`src/rtl/mul_sequencer_if.sv`:
```
// Pipeline <-> iterative multiplier handshake: start/flush and operands in, stall/done/result out.
// Signal suffixes are named from the sequencer's point of view.
interface mul_sequencer_if #(
  parameter int WIDTH = 32
);
  logic             start_i;
  logic             flush_i;
  logic [WIDTH-1:0] op1_i;
  logic [WIDTH-1:0] op2_i;
  logic             stall_o;
  logic             done_o;
  logic [WIDTH-1:0] result_o;

  modport master (
    output start_i, flush_i, op1_i, op2_i,
    input  stall_o, done_o, result_o
  );

  modport slave (
    input  start_i, flush_i, op1_i, op2_i,
    output stall_o, done_o, result_o
  );
endinterface

```
`src/rtl/mul_sequencer.sv`:
```
// Shift-add MUL sequencer: WIDTH+1 cycles from accept to a one-cycle done pulse (fewer with EARLY_OUT).
// Backpressure: stall_o holds the pipeline from the accepting cycle through RUN; released in DONE.
module mul_sequencer #(
  parameter int WIDTH     = 32,
  parameter bit EARLY_OUT = 1'b0
) (
  input  logic           clk_i,
  input  logic           rst_i,
  mul_sequencer_if.slave bus
);

  localparam int CW = $clog2(WIDTH) + 1;

  typedef enum logic [1:0] {
    IDLE = 2'd0,
    RUN  = 2'd1,
    DONE = 2'd2
  } state_e;

  state_e           state_q, state_d;
  logic [WIDTH-1:0] acc_q, acc_d;
  logic [WIDTH-1:0] mcand_q, mcand_d;
  logic [WIDTH-1:0] mplier_q, mplier_d;
  logic [WIDTH-1:0] result_q, result_d;
  logic [CW-1:0]    count_q, count_d;
  logic             done_q, done_d;

  logic             accept;
  logic             last_iter;
  logic             enter_done;
  logic [WIDTH-1:0] mplier_shr;

  assign accept     = (state_q == IDLE) && bus.start_i && !bus.flush_i;
  assign mplier_shr = mplier_q >> 1;

  // Early-out looks at the multiplier after this cycle's shift: nothing left to add.
  assign last_iter  = (state_q == RUN) &&
                      ((count_q == CW'(WIDTH - 1)) || (EARLY_OUT && (mplier_shr == '0)));

  always_ff @(posedge clk_i) begin
    if (rst_i) begin
      state_q <= IDLE;
    end else begin
      state_q <= state_d;
    end
  end

  always_comb begin
    state_d = state_q;
    case (state_q)
      IDLE:    if (accept) state_d = RUN;
      RUN:     if (last_iter) state_d = DONE;
      DONE:    state_d = IDLE;
      default: state_d = IDLE;
    endcase
    if (bus.flush_i) begin
      state_d = IDLE;
    end
  end

  always_comb begin
    bus.stall_o  = !rst_i && (accept || (state_q == RUN));
    bus.done_o   = done_q;
    bus.result_o = result_q;
  end

  always_comb begin
    acc_d    = acc_q;
    mcand_d  = mcand_q;
    mplier_d = mplier_q;
    count_d  = count_q;
    if (accept) begin
      acc_d    = '0;
      mcand_d  = bus.op1_i;
      mplier_d = bus.op2_i;
      count_d  = '0;
    end else if (state_q == RUN) begin
      if (mplier_q[0]) begin
        acc_d = acc_q + mcand_q;
      end
      mcand_d  = mcand_q << 1;
      mplier_d = mplier_shr;
      count_d  = count_q + CW'(1);
    end
  end

  // A flush on the final iteration lands in IDLE, so the old result survives.
  assign enter_done = (state_d == DONE);

  always_comb begin
    done_d   = enter_done;
    result_d = enter_done ? acc_d : result_q;
  end

  always_ff @(posedge clk_i) begin
    if (rst_i) begin
      acc_q    <= '0;
      mcand_q  <= '0;
      mplier_q <= '0;
      count_q  <= '0;
      result_q <= '0;
      done_q   <= 1'b0;
    end else begin
      acc_q    <= acc_d;
      mcand_q  <= mcand_d;
      mplier_q <= mplier_d;
      count_q  <= count_d;
      result_q <= result_d;
      done_q   <= done_d;
    end
  end

endmodule
```
`src/flat_wrapper.sv`:
```
// flat-port wrapper written by rule: the top's interface ports become plain ports
module mul_sequencer_flat 
#(
  parameter int WIDTH     = 32,
  parameter bit EARLY_OUT = 1'b0
)
  (clk_i, rst_i, bus_start_i, bus_flush_i, bus_op1_i, bus_op2_i, bus_stall_o, bus_done_o, bus_result_o);
  mul_sequencer_if #(.WIDTH(WIDTH)) bus_i ();
  input  logic clk_i;
  input  logic rst_i;
  input wire logic [$bits(bus_i.start_i)-1:0] bus_start_i;
  input wire logic [$bits(bus_i.flush_i)-1:0] bus_flush_i;
  input wire logic [$bits(bus_i.op1_i)-1:0] bus_op1_i;
  input wire logic [$bits(bus_i.op2_i)-1:0] bus_op2_i;
  output wire logic [$bits(bus_i.stall_o)-1:0] bus_stall_o;
  output wire logic [$bits(bus_i.done_o)-1:0] bus_done_o;
  output wire logic [$bits(bus_i.result_o)-1:0] bus_result_o;
  assign bus_i.start_i = bus_start_i;
  assign bus_i.flush_i = bus_flush_i;
  assign bus_i.op1_i = bus_op1_i;
  assign bus_i.op2_i = bus_op2_i;
  assign bus_stall_o = bus_i.stall_o;
  assign bus_done_o = bus_i.done_o;
  assign bus_result_o = bus_i.result_o;
  mul_sequencer #(.WIDTH(WIDTH), .EARLY_OUT(EARLY_OUT)) u_core (.clk_i(clk_i), .rst_i(rst_i), .bus(bus_i));
endmodule
```
`config.mk`:
```
export PLATFORM = sky130hd
export DESIGN_NAME = mul_sequencer_flat
export DESIGN_NICKNAME = d
export VERILOG_FILES = /design/src/rtl/mul_sequencer_if.sv /design/src/rtl/mul_sequencer.sv /design/src/flat_wrapper.sv
export SDC_FILE = /design/constraint.sdc
export NUM_CORES = 1
export LEC_CHECK = 0
export BUFFER_PORTS_ARGS = -buffer_cell sky130_fd_sc_hd__buf_4
export CORE_ASPECT_RATIO = 2
export CORE_MARGIN = 10
export CORE_UTILIZATION = 52
export DETAILED_ROUTE_END_ITERATION = 8
export PLACE_DENSITY = 0.73
export SLEW_MARGIN = 5
export SYNTH_ARGS = -nofsm -noshare
export SYNTH_HDL_FRONTEND = slang
export SYNTH_SLANG_ARGS = --single-unit
```
`constraint.sdc`:
```
create_clock -name clk_i -period 2.9 [get_ports clk_i]
set_input_delay 0.29 -clock clk_i [delete_from_list [all_inputs] [get_ports clk_i]]
set_output_delay 0.29 -clock clk_i [all_outputs]
set_load 0.05 [all_outputs]
```
* Word-level counts from Yosys, hierarchy flattened *
Index checks and enable logic that the tools add are counted.

word-level totals
  register bits = 137
  input bits = 68
  output and inout bits = 34

cells by class
  add/subtract/negate cells = 2
  equal/unequal tests = 3
  multiplexer cells = 11
  reduce and logical (&&, ||, !) cells = 10

operators by type and width
  kind                                            number
  two-way mux 32 bit                              7
  adder 32 bit                                    1
  adder 6 x 1 -> 6 bit (second input constant)    1
  == test 6 x 5 -> 1 bit (second input constant)  1
  two-way mux 2 bit                               3
  logical AND 1 bit                               4
  one-hot mux 2 bit (2 select lines)              1
  == test 2 x 1 -> 1 bit (second input constant)  1
  == test 2 bit (second input constant)           1
  zero test 1 bit                                 2
  zero test 2 bit                                 1
  nonzero test 2 bit                              1
  OR reduction 2 bit                              1
  logical OR 1 bit                                1

* Logic depth before layout (Yosys ltp) *
  depth in word-level cells = 7
  gate-level depth with buffers = 11

* Worst setup path after synthesis *
OpenSTA, ideal clock, no wires.

  kind = register -> register
  start point = register u_core.mcand_q[0]
  end point = register u_core.acc_q[26]
  setup time = 0.062 ns
  arrival time = 2.464 ns
  required time = 2.838 ns
  slack = 0.374 ns
  stages on the path, launching flop included = 12
  path buffers = 0
  period minus slack after synthesis = 2.526 ns
  cells stage by stage = dfxtp_1 ha_1 inv_1 fa_1 nor2b_1 o31a_1 o311ai_1 and2_1 o31ai_2 a31oi_1 or4_1 nand3_1

on the way
  longest elaborated chain between the ends = 4

ends and longest elaborated chain
  item                    RTL line              RTL
  from (decl)             mul_sequencer.sv:22   logic [WIDTH-1:0] mcand_q, mcand_d;
  from (signal assigned)  mul_sequencer.sv:105  mcand_q <= mcand_d;
  adder 32 bit            mul_sequencer.sv:79   acc_d = acc_q + mcand_q;
  two-way mux 32 bit      mul_sequencer.sv:78   if (mplier_q[0]) begin
  two-way mux 32 bit      mul_sequencer.sv:77   end else if (state_q == RUN) begin
  two-way mux 32 bit      mul_sequencer.sv:72   if (accept) begin
  to (signal assigned)    mul_sequencer.sv:97   acc_q <= '0;
  to (signal assigned)    mul_sequencer.sv:104  acc_q <= acc_d;
  to (decl)               mul_sequencer.sv:21   logic [WIDTH-1:0] acc_q, acc_d;

Every way passes these cells.
A chain may end at the register's enable or synchronous reset.

* Final worst setup path *
  start point = register u_core.mcand_q[17]
  end point = register u_core.result_q[31] (netlist: u_core.bus.result_o[31])

on the way
  longest elaborated chain between the ends = 4

ends and longest elaborated chain
  item                  RTL line              RTL
  adder 32 bit          mul_sequencer.sv:79
  two-way mux 32 bit    mul_sequencer.sv:78
  two-way mux 32 bit    mul_sequencer.sv:77
  two-way mux 32 bit    mul_sequencer.sv:72
  to (signal assigned)  mul_sequencer.sv:108  result_q <= result_d;
  to (decl)             mul_sequencer.sv:24   logic [WIDTH-1:0] result_q, result_d;

Every way passes these cells.

==> results.json <==
{
  "status": "complete, no violations",
  "worst_pin_slew_ns": 0.8438,
  "drt_iter0_markers": 486,
  "grt_pass1_vias": 6739,
  "synth_seq_cells": 137,
  "gp_congestion": 0.9196,
  "cellPowerDensity_mw_per_mm2": 523.4,
  "hold_buffers": 0,
  "cp.arrival_ns": 3.18,
  "synth_cell_types": 64,
  "drive_gt1_share_pct": 21.18,
  "fillers": 1108,
  "syn_nets": 908,
  "yosysWarnings": 0,
  "htree_num_levels": 4,
  "fin_crit_ns": 2.836,
  "cts_made_buffers": 17,
  "vias_per_cell": 6.374,
  "vdd_drop_max_uv": 412.7,
  "clock_latency_ns": 0.43,
  "critPathKind": "flip-flop to flip-flop",
  "cp_max_fo": 9,
  "rr_startpoint": "u_core.mcand_q[17]$_SDFFE_PP0N_",
  "cts_num_sinks": 137,
  "cts-root-buf": "clkbuf_16",
  "grt_pass1_wl_um": 33350,
  "drtAntennaViolNets": 0,
  "cap_violations": 0,
  "clk_path_buf_depth": 2,
  "grt_overflow": 0,
  "synth_area_mm2": 0.006928,
  "cp-startpoint": "u_core.mcand_q[17]$_SDFFE_PP0N_",
  "synth-async-reset-ratio_pct": 0,
  "placed_cell_area_mm2": 0.007757,
  "synth_top_area_share_pct": 39.59,
  "netlist.top_cell.by_area": "dfxtp_1",
  "min_path_type": "input port to flip-flop",
  "cp-endpoint": "u_core.bus.result_o[31]$_SDFFE_PP0P_",
  "setup_tns_ns": 0,
  "wirelength_um": 21000,
  "antenna_cells": 0,
  "dieArea_mm2": 0.01862,
  "drv_slew": 0,
  "regArea_mm2": 0.002745,
  "finalHoldViolations": 0,
  "synthTopCellsByArea": "dfxtp_1 (40%), a222oi_1 (9.0%), nor2_1 (6.5%)",
  "r2r_cells": 9,
  "grt_use_total_pct": 22.34,
  "dp_hpwl_um": 14920,
  "layout.cells.most_common_list": "dfxtp_1 (135), nor2_1 (120), buf_4 (120)",
  "synth_edf_count": 0,
  "final_common_cell": "dfxtp_1",
  "required_ns": 3.24,
  "clkTransAtPathRegs_ns": 0.07,
  "dp_cells": 1015,
  "nets": 985,
  "holdWs_ns": 0.1156,
  "worst_setup_path_start_kind": "flip-flop",
  "finish.instance_area_mm2": 0.008442,
  "cts_tree": "done",
  "multi_input_area_mm2": 0.003948,
  "power_leakage_uw": 0.003360,
  "core_region_area_mm2": 0.01307,
  "port_buffers": 101,
  "period_share_pct": 97.79,
  "syn2layout_area_growth_pct": 21.85,
  "ys_seq_area_share_pct": 39.59,
  "synthFlopType": "dfxtp_1",
  "fin_cells": 1049,
  "finalPower_uw": 4419,
  "die_y_um": 183.2,
  "max_slew_margin_pct": 43.75,
  "drcViolationCount": 0,
  "r2r_end": "u_core.bus.result_o[31]$_SDFFE_PP0P_",
  "start_util_pct": 53.02,
  "endpoint_kind": "flip-flop",
  "reg2reg_slack_ns": 0.06,
  "fmax_mhz": 352.6,
  "die_w_um": 101.6,
  "wl_per_cell_um": 20.02,
  "design.portCount": 102,
  "synthCells": 807,
  "fp-row-count": 59,
  "clock_skew_ns": 0.01311,
  "grt_max_degree": 84,
  "antenna_found_initial": 0,
  "setup-violations-final": 0,
  "syn_avg_cell_area_um2": 8.585,
  "num_vias": 6686,
  "drt-pass1-iter-count": 7
}
-- metal layers --
layer | vias up | wire length [um] | track usage (%)
met3 | 33 | 1530 | 5.949
met5 | - | 0 | 0
met2 | 222 | 11230 | 41.48
li1 | 3192 | - | -
met4 | 0 | 493 | 9.039
met1 | 3239 | 7747 | 22.55
-- synth_stat cells (2+ instances only) --
master	n
a211o_1	4
a211oi_1	22
a21boi_0	3
a21o_1	12
a21oi_1	51
a222oi_1	62
a22oi_1	5
a311oi_1	4
a31oi_1	9
a41oi_1	2
and2_1	5
and3_1	6
buf_1	5
buf_2	5
buf_4	3
buf_6	5
clkbuf_1	44
dfxtp_1	137
ha_1	32
inv_1	15
mux2i_1	7
nand2_1	68
nand2b_1	3
nand3_1	25
nand3b_1	5
nand4_1	10
nor2_1	120
nor2b_1	5
nor3_1	15
nor3b_1	4
nor4b_1	5
o211ai_1	6
o21a_1	5
o21ai_0	27
o21bai_1	4
o22ai_1	3
o31a_1	2
o31ai_1	2
or2_2	2
or3_1	9
or4_1	3
xnor2_1	15
xor2_1	10
-- power breakdown --
group / internal, uW / switching, uW
registers: 1930 / 40.1
clock network: 1130 / 947
logic: 166 / 206
total: 3230 / 1190
-- how the worst min path moves through the flow --
stage / from / end / slack [ns] / cells after the start
6_report: bus_op1_i[0] / u_core.mcand_q[0]$_SDFFE_PP0N_ / 0.12 / 3
5_1_grt: bus_op1_i[0] / u_core.mcand_q[0]$_SDFFE_PP0N_ / 0.11 / 3
4_1_cts: bus_op1_i[0] / u_core.mcand_q[0]$_SDFFE_PP0N_ / 0.11 / 3
3_5_place_dp: u_core.bus.result_o[19]$_SDFFE_PP0P_ / u_core.bus.result_o[19]$_SDFFE_PP0P_ / 0.44 / 2
3_3_place_gp: u_core.bus.result_o[19]$_SDFFE_PP0P_ / u_core.bus.result_o[19]$_SDFFE_PP0P_ / 0.44 / 2
2_1_floorplan: bus_op1_i[0] / u_core.mcand_q[0]$_SDFFE_PP0N_ / 0.44 / 2
-- timing repair --
| action | in CTS | in global routing |
|---|---|---|
| endpoints found under the setup margin | 1 | 14 |
| pin swaps | 0 | 9 |
| endpoints found under the hold margin | 0 | 0 |
| resized for setup | 1 | 26 |
| setup buffers | 0 | 2 |
-- layout make-up --
cell class                 instances  area share, %
multi-input combinational        591          46.76
sequential                       137          32.52
timing repair buffer             122          11.15
clock buffer                      18          5.084
tap                              152          2.253
clock inverter                    14          1.571
inverter                          15         0.6670
-- registers in the layout, summed over array words and instances, names as in the netlist --
signal,cells
u_core.state_q,2
u_core.acc_q,32
u_core.mplier_q,32
u_core.bus.result_o,32
u_core.bus.done_o,1
u_core.mcand_q,32
u_core.count_q,6
-- kinds of logic after synthesis --
kind of cell | synth area share, %
buffers and inverters | 5.237
adder cells (fa/ha/maj) | 6.068
multiplexers | 1.011
XOR/XNOR | 3.161
AND/OR/NAND/NOR | 19.29
AO/OA/AOI/OAI | 25.65
flip-flops | 39.59
-- critical path: stages, from the launching register on --
cell and delay (ns):
dfxtp_1 0.37, ha_2 0.35, a21oi_2 0.19, a21boi_0 0.13
a311oi_2 0.29, nand4_1 0.30, a31oi_1 0.26, or4b_1 0.47
xnor2_1 0.17, a211oi_1 0.23
-- stage by stage --
stage / setup slack (ns) / util [%]
finish: 0.06396 / 64.61
global route: -0.04274 / 64.61
CTS: 0.006179 / 63.74
detailed placement: -0.001772 / 59.37
global placement: 0.09076 / 59.37
floorplan: 0.3736 / -
Power figures use the tool's default switching activity.
